## config.mk

```make
export PLATFORM = sky130hd
export DESIGN_NAME = dcache_mshr
export DESIGN_NICKNAME = d
export VERILOG_FILES = /design/src/rtl/sys_defs.sv /design/src/rtl/mshr_free_picker.sv /design/src/rtl/dcache_mshr.sv
export SDC_FILE = /design/constraint.sdc
export NUM_CORES = 1
export LEC_CHECK = 0
export CORE_ASPECT_RATIO = 0.8
export CORE_MARGIN = 3
export CORE_UTILIZATION = 50
export CTS_BUF_LIST = sky130_fd_sc_hd__clkbuf_4 sky130_fd_sc_hd__clkbuf_8
export CTS_CLUSTER_SIZE = 30
export DETAILED_ROUTE_END_ITERATION = 10
export GPL_TIMING_DRIVEN = 1
export HOLD_SLACK_MARGIN = 0.02
export PLACE_DENSITY = 0.77
export SYNTH_ARGS = -nofsm -noshare
export SYNTH_HDL_FRONTEND = slang
export SYNTH_HIERARCHICAL = 1
export SYNTH_SLANG_ARGS = --single-unit
```

## constraint.sdc

```tcl
create_clock -name clock -period 7.4 [get_ports clock]
set_input_delay 1.11 -clock clock [delete_from_list [all_inputs] [get_ports clock]]
set_output_delay 1.11 -clock clock [all_outputs]
set_load 0.01 [all_outputs]
```

## src/rtl/sys_defs.sv

```systemverilog
// Shared cache/memory definitions: block geometry macros, bus commands and the
// MSHR entry layout used by the data cache miss path and the LSQ.
`ifndef SYS_DEFS_SV
`define SYS_DEFS_SV

`define BLOCK_OFFSET 3
`define INDEX_SIZE   5
`define TAG_SIZE     (64 - `INDEX_SIZE - `BLOCK_OFFSET)

package sys_defs;

    localparam int BLOCK_OFF  = `BLOCK_OFFSET;
    localparam int IDX_W      = `INDEX_SIZE;
    localparam int TAG_W      = `TAG_SIZE;
    localparam int MSHR_LSQ_W = 3;

    typedef enum logic [1:0] {
        BUS_NONE  = 2'h0,
        BUS_LOAD  = 2'h1,
        BUS_STORE = 2'h2
    } BUS_COMMAND;

    typedef struct packed {
        logic                  valid;
        logic [3:0]            mem_tag;
        logic [TAG_W-1:0]      tag;
        logic [IDX_W-1:0]      index;
        logic [MSHR_LSQ_W-1:0] lsq_id;
    } MSHR_ENTRY;

endpackage

`endif

```

## src/rtl/mshr_free_picker.sv

```systemverilog
// Priority encoder: lowest-numbered free slot plus an any-free flag.
module mshr_free_picker #(
    parameter int N     = 4,
    parameter int IDX_W = (N > 1) ? $clog2(N) : 1
) (
    input  logic [N-1:0]     busy,
    output logic [IDX_W-1:0] free_idx,
    output logic             any_free
);

    always_comb begin
        free_idx = '0;
        any_free = 1'b0;
        // Scan downward so the lowest free slot wins.
        for (int i = N - 1; i >= 0; i--) begin
            if (!busy[i]) begin
                free_idx = IDX_W'(i);
                any_free = 1'b1;
            end
        end
    end

endmodule

```

## src/rtl/dcache_mshr.sv

```systemverilog
// Data-cache miss-status holding registers: tracks outstanding load misses by
// memory tag and issues fill + LSQ completion. Optional counters: DCACHE_MSHR_STATS_EN.
module dcache_mshr
    import sys_defs::*;
#(
    parameter int MSHR_DEPTH = 4,
    parameter int LSQ_IDX_W  = 3
) (
    input  logic                   clock,
    input  logic                   reset,
    input  logic                   alloc_req,
    input  logic [63:0]            alloc_addr,
    input  logic [LSQ_IDX_W-1:0]   alloc_lsq_id,
    input  logic [3:0]             Dmem2proc_response,
    input  logic [3:0]             Dmem2proc_tag,
    input  logic [63:0]            Dmem2proc_data,
    output logic                   mshr_full,
    output logic                   alloc_retry,
    output logic                   fill_valid,
    output logic [`INDEX_SIZE-1:0] fill_index,
    output logic [`TAG_SIZE-1:0]   fill_tag,
    output logic [63:0]            fill_data,
    output logic                   ld_done_valid,
    output logic [LSQ_IDX_W-1:0]   ld_done_lsq_id,
    output logic [63:0]            ld_done_data,
    output logic                   mshr_err
`ifdef DCACHE_MSHR_STATS_EN
    ,
    output logic [31:0]            stat_allocs,
    output logic [31:0]            stat_retries,
    output logic [31:0]            stat_full_cycles
`endif
);

    localparam int SLOT_W = (MSHR_DEPTH > 1) ? $clog2(MSHR_DEPTH) : 1;

    MSHR_ENTRY entries_q [MSHR_DEPTH];
    MSHR_ENTRY entries_d [MSHR_DEPTH];

    logic [MSHR_DEPTH-1:0] busy, hit_vec, dup_vec;
    logic [SLOT_W-1:0]     free_idx, hit_idx;
    logic                  any_free, any_hit, multi_hit, alloc_fire;
    logic [3:0]            hit_cnt, valid_cnt;
    logic                  mshr_full_q, mshr_full_d;
    logic                  mshr_err_q, mshr_err_d;
    logic                  fill_valid_q, fill_valid_d;
    logic [IDX_W-1:0]      fill_index_q, fill_index_d;
    logic [TAG_W-1:0]      fill_tag_q, fill_tag_d;
    logic [63:0]           fill_data_q, fill_data_d;
    logic [LSQ_IDX_W-1:0]  ld_lsq_q, ld_lsq_d;
    logic                  unused_addr_bits;

    assign unused_addr_bits = ^alloc_addr[`BLOCK_OFFSET-1:0];

    mshr_free_picker #(.N(MSHR_DEPTH), .IDX_W(SLOT_W)) u_free_picker (
        .busy     (busy),
        .free_idx (free_idx),
        .any_free (any_free)
    );

    always_comb begin
        busy    = '0;
        hit_vec = '0;
        dup_vec = '0;
        for (int i = 0; i < MSHR_DEPTH; i++) begin
            busy[i]    = entries_q[i].valid;
            hit_vec[i] = entries_q[i].valid && (Dmem2proc_tag != 4'd0) &&
                         (entries_q[i].mem_tag == Dmem2proc_tag);
            dup_vec[i] = entries_q[i].valid &&
                         (entries_q[i].mem_tag == Dmem2proc_response);
        end
    end

    // Completion matches only entries valid before this edge; lowest index wins.
    always_comb begin
        hit_idx = '0;
        any_hit = 1'b0;
        hit_cnt = '0;
        for (int i = MSHR_DEPTH - 1; i >= 0; i--) begin
            if (hit_vec[i]) begin
                hit_idx = SLOT_W'(i);
                any_hit = 1'b1;
                hit_cnt = hit_cnt + 4'd1;
            end
        end
        multi_hit = (hit_cnt > 4'd1);
    end

    assign alloc_retry = alloc_req && (mshr_full_q || (Dmem2proc_response == 4'd0));
    assign alloc_fire  = alloc_req && (Dmem2proc_response != 4'd0) && !mshr_full_q && any_free;

    always_comb begin
        entries_d = entries_q;
        if (any_hit) begin
            entries_d[hit_idx].valid = 1'b0;
        end
        if (alloc_fire) begin
            entries_d[free_idx].valid   = 1'b1;
            entries_d[free_idx].mem_tag = Dmem2proc_response;
            {entries_d[free_idx].tag, entries_d[free_idx].index} = alloc_addr[63:`BLOCK_OFFSET];
            entries_d[free_idx].lsq_id  = MSHR_LSQ_W'(alloc_lsq_id);
        end

        valid_cnt = '0;
        for (int i = 0; i < MSHR_DEPTH; i++) begin
            valid_cnt = valid_cnt + {3'b000, entries_d[i].valid};
        end
        mshr_full_d = (valid_cnt == 4'(MSHR_DEPTH));

        mshr_err_d = mshr_err_q
                   | ((Dmem2proc_tag != 4'd0) && !any_hit)
                   | multi_hit
                   | (alloc_fire && (|dup_vec));

        fill_valid_d = any_hit;
        fill_index_d = any_hit ? entries_q[hit_idx].index : '0;
        fill_tag_d   = any_hit ? entries_q[hit_idx].tag : '0;
        fill_data_d  = any_hit ? Dmem2proc_data : '0;
        ld_lsq_d     = any_hit ? LSQ_IDX_W'(entries_q[hit_idx].lsq_id) : '0;
    end

    always_ff @(posedge clock or negedge reset) begin
        if (!reset) begin
            for (int i = 0; i < MSHR_DEPTH; i++) begin
                entries_q[i] <= '0;
            end
            mshr_full_q  <= 1'b0;
            mshr_err_q   <= 1'b0;
            fill_valid_q <= 1'b0;
            fill_index_q <= '0;
            fill_tag_q   <= '0;
            fill_data_q  <= '0;
            ld_lsq_q     <= '0;
        end else begin
            entries_q    <= entries_d;
            mshr_full_q  <= mshr_full_d;
            mshr_err_q   <= mshr_err_d;
            fill_valid_q <= fill_valid_d;
            fill_index_q <= fill_index_d;
            fill_tag_q   <= fill_tag_d;
            fill_data_q  <= fill_data_d;
            ld_lsq_q     <= ld_lsq_d;
        end
    end

    assign mshr_full      = mshr_full_q;
    assign mshr_err       = mshr_err_q;
    assign fill_valid     = fill_valid_q;
    assign fill_index     = fill_index_q;
    assign fill_tag       = fill_tag_q;
    assign fill_data      = fill_data_q;
    assign ld_done_valid  = fill_valid_q;
    assign ld_done_lsq_id = ld_lsq_q;
    assign ld_done_data   = fill_data_q;

`ifdef DCACHE_MSHR_STATS_EN
    logic [31:0] allocs_q, allocs_d, retries_q, retries_d, full_cyc_q, full_cyc_d;

    function automatic logic [31:0] sat_inc(input logic [31:0] v, input logic en);
        return (en && (v != 32'hFFFF_FFFF)) ? v + 32'd1 : v;
    endfunction

    always_comb begin
        allocs_d   = sat_inc(allocs_q, alloc_fire);
        retries_d  = sat_inc(retries_q, alloc_retry);
        full_cyc_d = sat_inc(full_cyc_q, mshr_full_q);
    end

    always_ff @(posedge clock or negedge reset) begin
        if (!reset) begin
            allocs_q   <= '0;
            retries_q  <= '0;
            full_cyc_q <= '0;
        end else begin
            allocs_q   <= allocs_d;
            retries_q  <= retries_d;
            full_cyc_q <= full_cyc_d;
        end
    end

    assign stat_allocs      = allocs_q;
    assign stat_retries     = retries_q;
    assign stat_full_cycles = full_cyc_q;
`endif

endmodule

```

After elaboration in Yosys (flattened, before gate mapping)
Cells that the tools add are included.
W data, S select, Z words.

storage, ports and cells
  register bits = 407
  output and inout bits = 197
  bits of input ports = 142
  word-level logic and storage cells = 126

operators by class
  bitwise operators = 5
  magnitude comparators = 5
  $add $sub $neg = 6
  eq/ne operators = 9
  reductions and logical operators = 27
  multiplexer cells = 47

operators by type and width
  operator               count
  $bwmux W276            6
  $demux W69 S2          6
  $mux W276              2
  $mux W64               4
  $bmux W69 S2           1
  $mux W69               2
  $mux W68               1
  $mux W56               1
  $eq A4 B4 Y1           8
  $logic_and A1 B1 Y1    20
  $mux W2                8
  $add A4 B1 Y4 const B  3
  $mux W4                3
  $mux W1                9
  $mux W8                1
  $reduce_bool A4 Y1     2
  $ge A3 B3 Y1 const B   2
  $lt A3 B1 Y1 const B   2
  $mux W3                2
  $not A2 Y3             2
  $mux W5                1
  $add A3 B1 Y4          1
  $eq A4 B3 Y1 const B   1
  $gt A4 B1 Y1 const B   1
  7 further kinds        10

Depth between registers and ports, before layout
  depth after elaboration = 24
  mapped depth = 16
  mapped depth without buffers = 13

Cells and area by module
Netlist, hierarchy kept.

by module, submodules not included
  module            cells each  instances  seq. area each (um^2)  area an instance (um^2)
  dcache_mshr       1,576       1          10,184.8               18,801.8
  mshr_free_picker  5           1          0.0                    28.8

Least setup slack after synthesis
No wires, ideal clock.

  path kind = input to register
  from = input Dmem2proc_tag[0]
  to = register mshr_full_q, in the netlist mshr_full
  stages = 14
  path buffers = 2
  setup time = 0.088 ns
  arrival = 4.049 ns
  setup slack = 3.263 ns
  cell sequence = buf_2 -> xnor2_1 -> nand2_1 -> or3_1 -> ha_1 -> nor2b_1 -> clkbuf_1 -> a31o_2 -> and2_1 -> fa_1 -> inv_1 -> ha_1 -> ha_1 -> nor3b_1

on the way
  word-level cells in the longest chain between the ends = 24
  elaborated cells on any way between the ends = 39
  those cells by class = add/sub: 3; order compare: 2; eq/ne: 5; mux: 18; bitwise: 1; reduce/logical: 10

ends and longest elaborated chain
  item                                                                       line                text
  from (decl)                                                                dcache_mshr.sv:15   input logic [3:0] Dmem2proc_tag,
  $reduce_bool A4 Y1                                                         dcache_mshr.sv:67   hit_vec[i] = entries_q[i].valid && (Dmem2proc_tag != 4'd0) &&
  $logic_and A1 B1 Y1 (2 in series)                                          dcache_mshr.sv:67
  $mux W2 (4 in series)                                                      dcache_mshr.sv:80   if (hit_vec[i]) begin
  $not A2 Y3 (implied by the code)                                           dcache_mshr.sv:95   entries_d[hit_idx].valid = 1'b0;
  $ge A3 B3 Y1 (implied by the code) / $lt A3 B1 Y1 (equally long branches)  dcache_mshr.sv:95
  $logic_and A1 B1 Y1 (implied by the code)                                  dcache_mshr.sv:95
  $mux W69 (implied by the code)                                             dcache_mshr.sv:95
  $demux W69 S2                                                              dcache_mshr.sv:95
  [4 not listed]                                                             n/a
  $bwmux W276 (2 in series)                                                  dcache_mshr.sv:100  {entries_d[free_idx].tag, entries_d[free_idx].index} = alloc_addr[63:`BLOCK_OFFSET];
  $bwmux W276                                                                dcache_mshr.sv:101  entries_d[free_idx].lsq_id = MSHR_LSQ_W'(alloc_lsq_id);
  $mux W276 *                                                                dcache_mshr.sv:97   if (alloc_fire) begin
  $add A1 B1 Y2                                                              dcache_mshr.sv:106  valid_cnt = valid_cnt + {3'b000, entries_d[i].valid};
  $add A2 B1 Y3                                                              dcache_mshr.sv:106
  $add A3 B1 Y4 *                                                            dcache_mshr.sv:106
  $eq A4 B3 Y1 *                                                             dcache_mshr.sv:108  mshr_full_d = (valid_cnt == 4'(MSHR_DEPTH));
  net mshr_full_d                                                            dcache_mshr.sv:44   logic mshr_full_q, mshr_full_d;
  to (signal assigned)                                                       dcache_mshr.sv:136  mshr_full_q <= mshr_full_d;
  to (decl)                                                                  dcache_mshr.sv:44

Mark *: on every way through the listed nets, which the timed path passes. The rest lies on a longest branch.

Worst setup path after layout
  from = input Dmem2proc_tag[2]
  to = register mshr_full_q, in the netlist mshr_full

The elaborated chain is that of the path after synthesis.

==> impl_metrics.tcl <==
set metrics [dict create \
    status "completed" \
    crit_family "adder cells" \
    syn_avg_cell_area_sq_um 11.9 \
    min_period_ps 4310 \
    die_h_um 180 \
    worstPathRequired_ps 7910 \
    wirelength_mm 55.5 \
    cts_made_buffers 66 \
    powerDensity_nw_per_um2 434 \
    wl_per_cell_um 23.7 \
    maxCapViolCount 0 \
    r2r_start "entries_q[203]" \
    tightest_slew_ps 1100 \
    rr_worst_depth 7 \
    grt.total_usage_pct 27.4 \
    syn_area_sq_um 18800 \
    path_clk_slew_ps 60 \
    relSlewSlack_pct 26.6 \
    synth-edff-count 0 \
    cts_tree "built" \
    synthTopCellsByArea "dfrtp_1 54%, mux2_2 12%, mux2_1 3.9%" \
    final_cells 2336 \
    slew_violations 0 \
    cp_num_buf_inv 2 \
    row_count 62 \
    worst_path_largest_cell_delay_ps 750 \
    grt_max_degree 174 \
    grt_pass1_wl_mm 86.3 \
    firstDrtPassIters 6 \
    coreArea_sq_um 36500 \
    num_vias 14000 \
    worstPathCellList "clkdlybuf4s50_1 -> xnor2_1 -> nand3_1 -> or3_1 -> ha_1 -> nand2b_1 -> o311ai_0 -> and2_1 -> fa_1 -> inv_1 -> ha_1 -> ha_1 -> nor3b_1" \
    vias_per_cell 5.99 \
    grt_pass1_vias 14800 \
    synth_fp_nets 1731 \
    place_congestion 0.900 \
    max_freq_mhz 232 \
    ys.flop_type "dfrtp_1" \
    ys_seq_elements 407 \
    cp_max_fo 7 \
    antenna_found_initial 5 \
    finalSetupTns_ps 0 \
    layout-drive-gt1-share_pct 19.6 \
    fp.dieArea_sq_um 40000 \
    criticalPathCategory "in2reg" \
    root_buffer "clkbuf_8" \
    grt_overflow_total 0 \
    synthToLayoutAreaGrowth_pct 23.4 \
    yosysUniqueCellTypes 56 \
    rrSetupSlack_ps 3920 \
    ant_nets 0 \
    r2r_end "fill_tag[13]" \
    hold_path.class "in2async" \
    start_kind "input port" \
    netlist.area_leader.share_pct 54.1 \
    cts_resized 0 \
    nFillCells 2818 \
    fin_nets 1958 \
    ys_seq_area_share_pct 54.1 \
    die_x_um 223 \
    dp_hpwl_mm 32.7 \
    ioPinCount 339 \
    hold_viol 0 \
    cp_slowest_cell "clkdlybuf4s50_1" \
    io_buffers 335 \
    fin_crit_sh_pct 58.3 \
    place_inst 2220 \
    finalSetupViolCount 0 \
    hold_buffers 0 \
    rsz0062_at_grt "no" \
    drtIter0Drc 1121 \
    cts.sinks 407 \
    arrival_ps 4820 \
    post_cts.repair.setup_buffers 0 \
    start_util_pct 51.5 \
    cts_buffer_depth 3 \
    cpMostUsedCell "ha_1" \
    yosysWarnings 6 \
    worstSetupEndpointType "register" \
    cts_max_level 3 \
    p_leak_nw 9.94 \
    fin_skew_ps 14.9 \
    drc 0 \
    synth_area_leader_cell "dfrtp_1" \
    async_reset_ff_share_pct 100 \
    insertion_delay_ps 590 \
    ir_drop_mv 0.260 \
    synthCells 1581 \
]
-- placed cells by master (no fill, tap or decap), types with 8 or more instances in the layout --
cell | Yosys | routed
clkbuf_4 | 0 | 22
buf_4 | 74 | 18
a31oi_1 | 63 | 63
mux2_1 | 65 | 65
or3_1 | 64 | 64
and3_1 | 64 | 64
clkbuf_8 | 0 | 83
xor2_1 | 11 | 11
clkdlybuf4s50_1 | 0 | 334
nand3_1 | 67 | 66
a21oi_1 | 70 | 70
and2_1 | 67 | 67
nand2_1 | 81 | 81
xnor2_1 | 21 | 21
dfrtp_1 | 407 | 407
inv_1 | 8 | 8
o31ai_1 | 63 | 63
a22oi_1 | 63 | 63
mux2_2 | 207 | 207
-- kinds of logic after synthesis --
family,share of synthesized area [%]
buffers and inverters,6.50
muxes,16.3
adders and majority gates,0.571
and+or+nand+nor,11.1
xor gates and xnor gates,1.49
DFF,54.1
AOI/OAI and AO/OA,9.94
-- power by group --
part	switching [W]	internal, W	total [W]
Clock	0.000878	0.00115	0.00203
Combinational	0.00212	0.00202	0.00414
Sequential	0.000631	0.00329	0.00392
Total	0.00363	0.00646	0.0101
-- worst max path at each step --
stage / from / slack (ps) / cells past startpoint / endpoint
after floorplan: Dmem2proc_tag[0] / 3260 / 14 / mshr_full
after global placement: Dmem2proc_tag[2] / 2550 / 13 / mshr_full
after detailed placement: Dmem2proc_tag[2] / 2510 / 13 / mshr_full
after CTS: Dmem2proc_tag[2] / 3120 / 13 / mshr_full
after global routing: Dmem2proc_tag[0] / 2800 / 13 / mshr_full
final: Dmem2proc_tag[2] / 3090 / 13 / mshr_full
-- metrics by stage --
| step | setup slack, ps | power [W] | util, % | hold WS, ps | cell area [sq um] |
|---|---|---|---|---|---|
| global placement | 2550 | 0.00792 | 59.8 | 476 | 21900 |
| finish | 3090 | 0.0101 | 63.6 | 485 | 23200 |
| global route | 2800 | 0.0107 | 63.6 | 479 | 23200 |
| detailed placement | 2510 | 0.00807 | 59.8 | 481 | 21900 |
| floorplan | 3260 | 0.00641 | - | 464 | 18800 |
| CTS | 3120 | 0.0101 | 63.6 | 472 | 23200 |
-- flip-flops by register name, summed over array words and instances, names as in the netlist --
register        count
fill_index          5
ld_done_lsq_id      3
mshr_err            1
busy                4
fill_valid          1
fill_data          64
fill_tag           56
mshr_full           1
entries_q         272
-- synthesized netlist by cell type (2+ instances only) --
cell,n
xor2_1,11
o21a_1,2
a22oi_1,63
o31ai_1,63
a21oi_2,2
a21oi_1,70
dfrtp_1,407
nand2_1,81
or3_1,64
buf_2,54
and2_1,67
buf_6,14
a31oi_1,63
clkbuf_1,54
nor4_1,3
mux2_2,207
nor2_1,4
inv_1,8
buf_4,74
nor3_1,3
and3_1,64
o41ai_1,2
nand3_1,67
ha_1,7
and4_1,2
nand2b_1,3
xnor2_1,21
mux2_1,65
nor2_2,3
o21ai_0,4
nand4_1,4
-- metal layers --
| layer | track usage [%] | wire length [um] |
|---|---|---|
| met1 | 34.3 | 22500 |
| met4 | 10.7 | 1460 |
| met2 | 46.2 | 27300 |
| met5 | 0 | 54 |
| met3 | 6.54 | 4100 |
-- layout make-up --
class | count | area (sq um) | share of cell area (%)
antenna | 2 | 5.00 | 0.0215
clock buffer | 105 | 1310 | 5.63
clock inverter | 9 | 72.6 | 0.312
inverter | 9 | 33.8 | 0.145
multi-input combinational | 968 | 7490 | 32.2
sequential | 407 | 10200 | 43.8
tap | 480 | 601 | 2.58
timing repair buffer | 356 | 3550 | 15.3
Power figures use the tool's default switching activity.
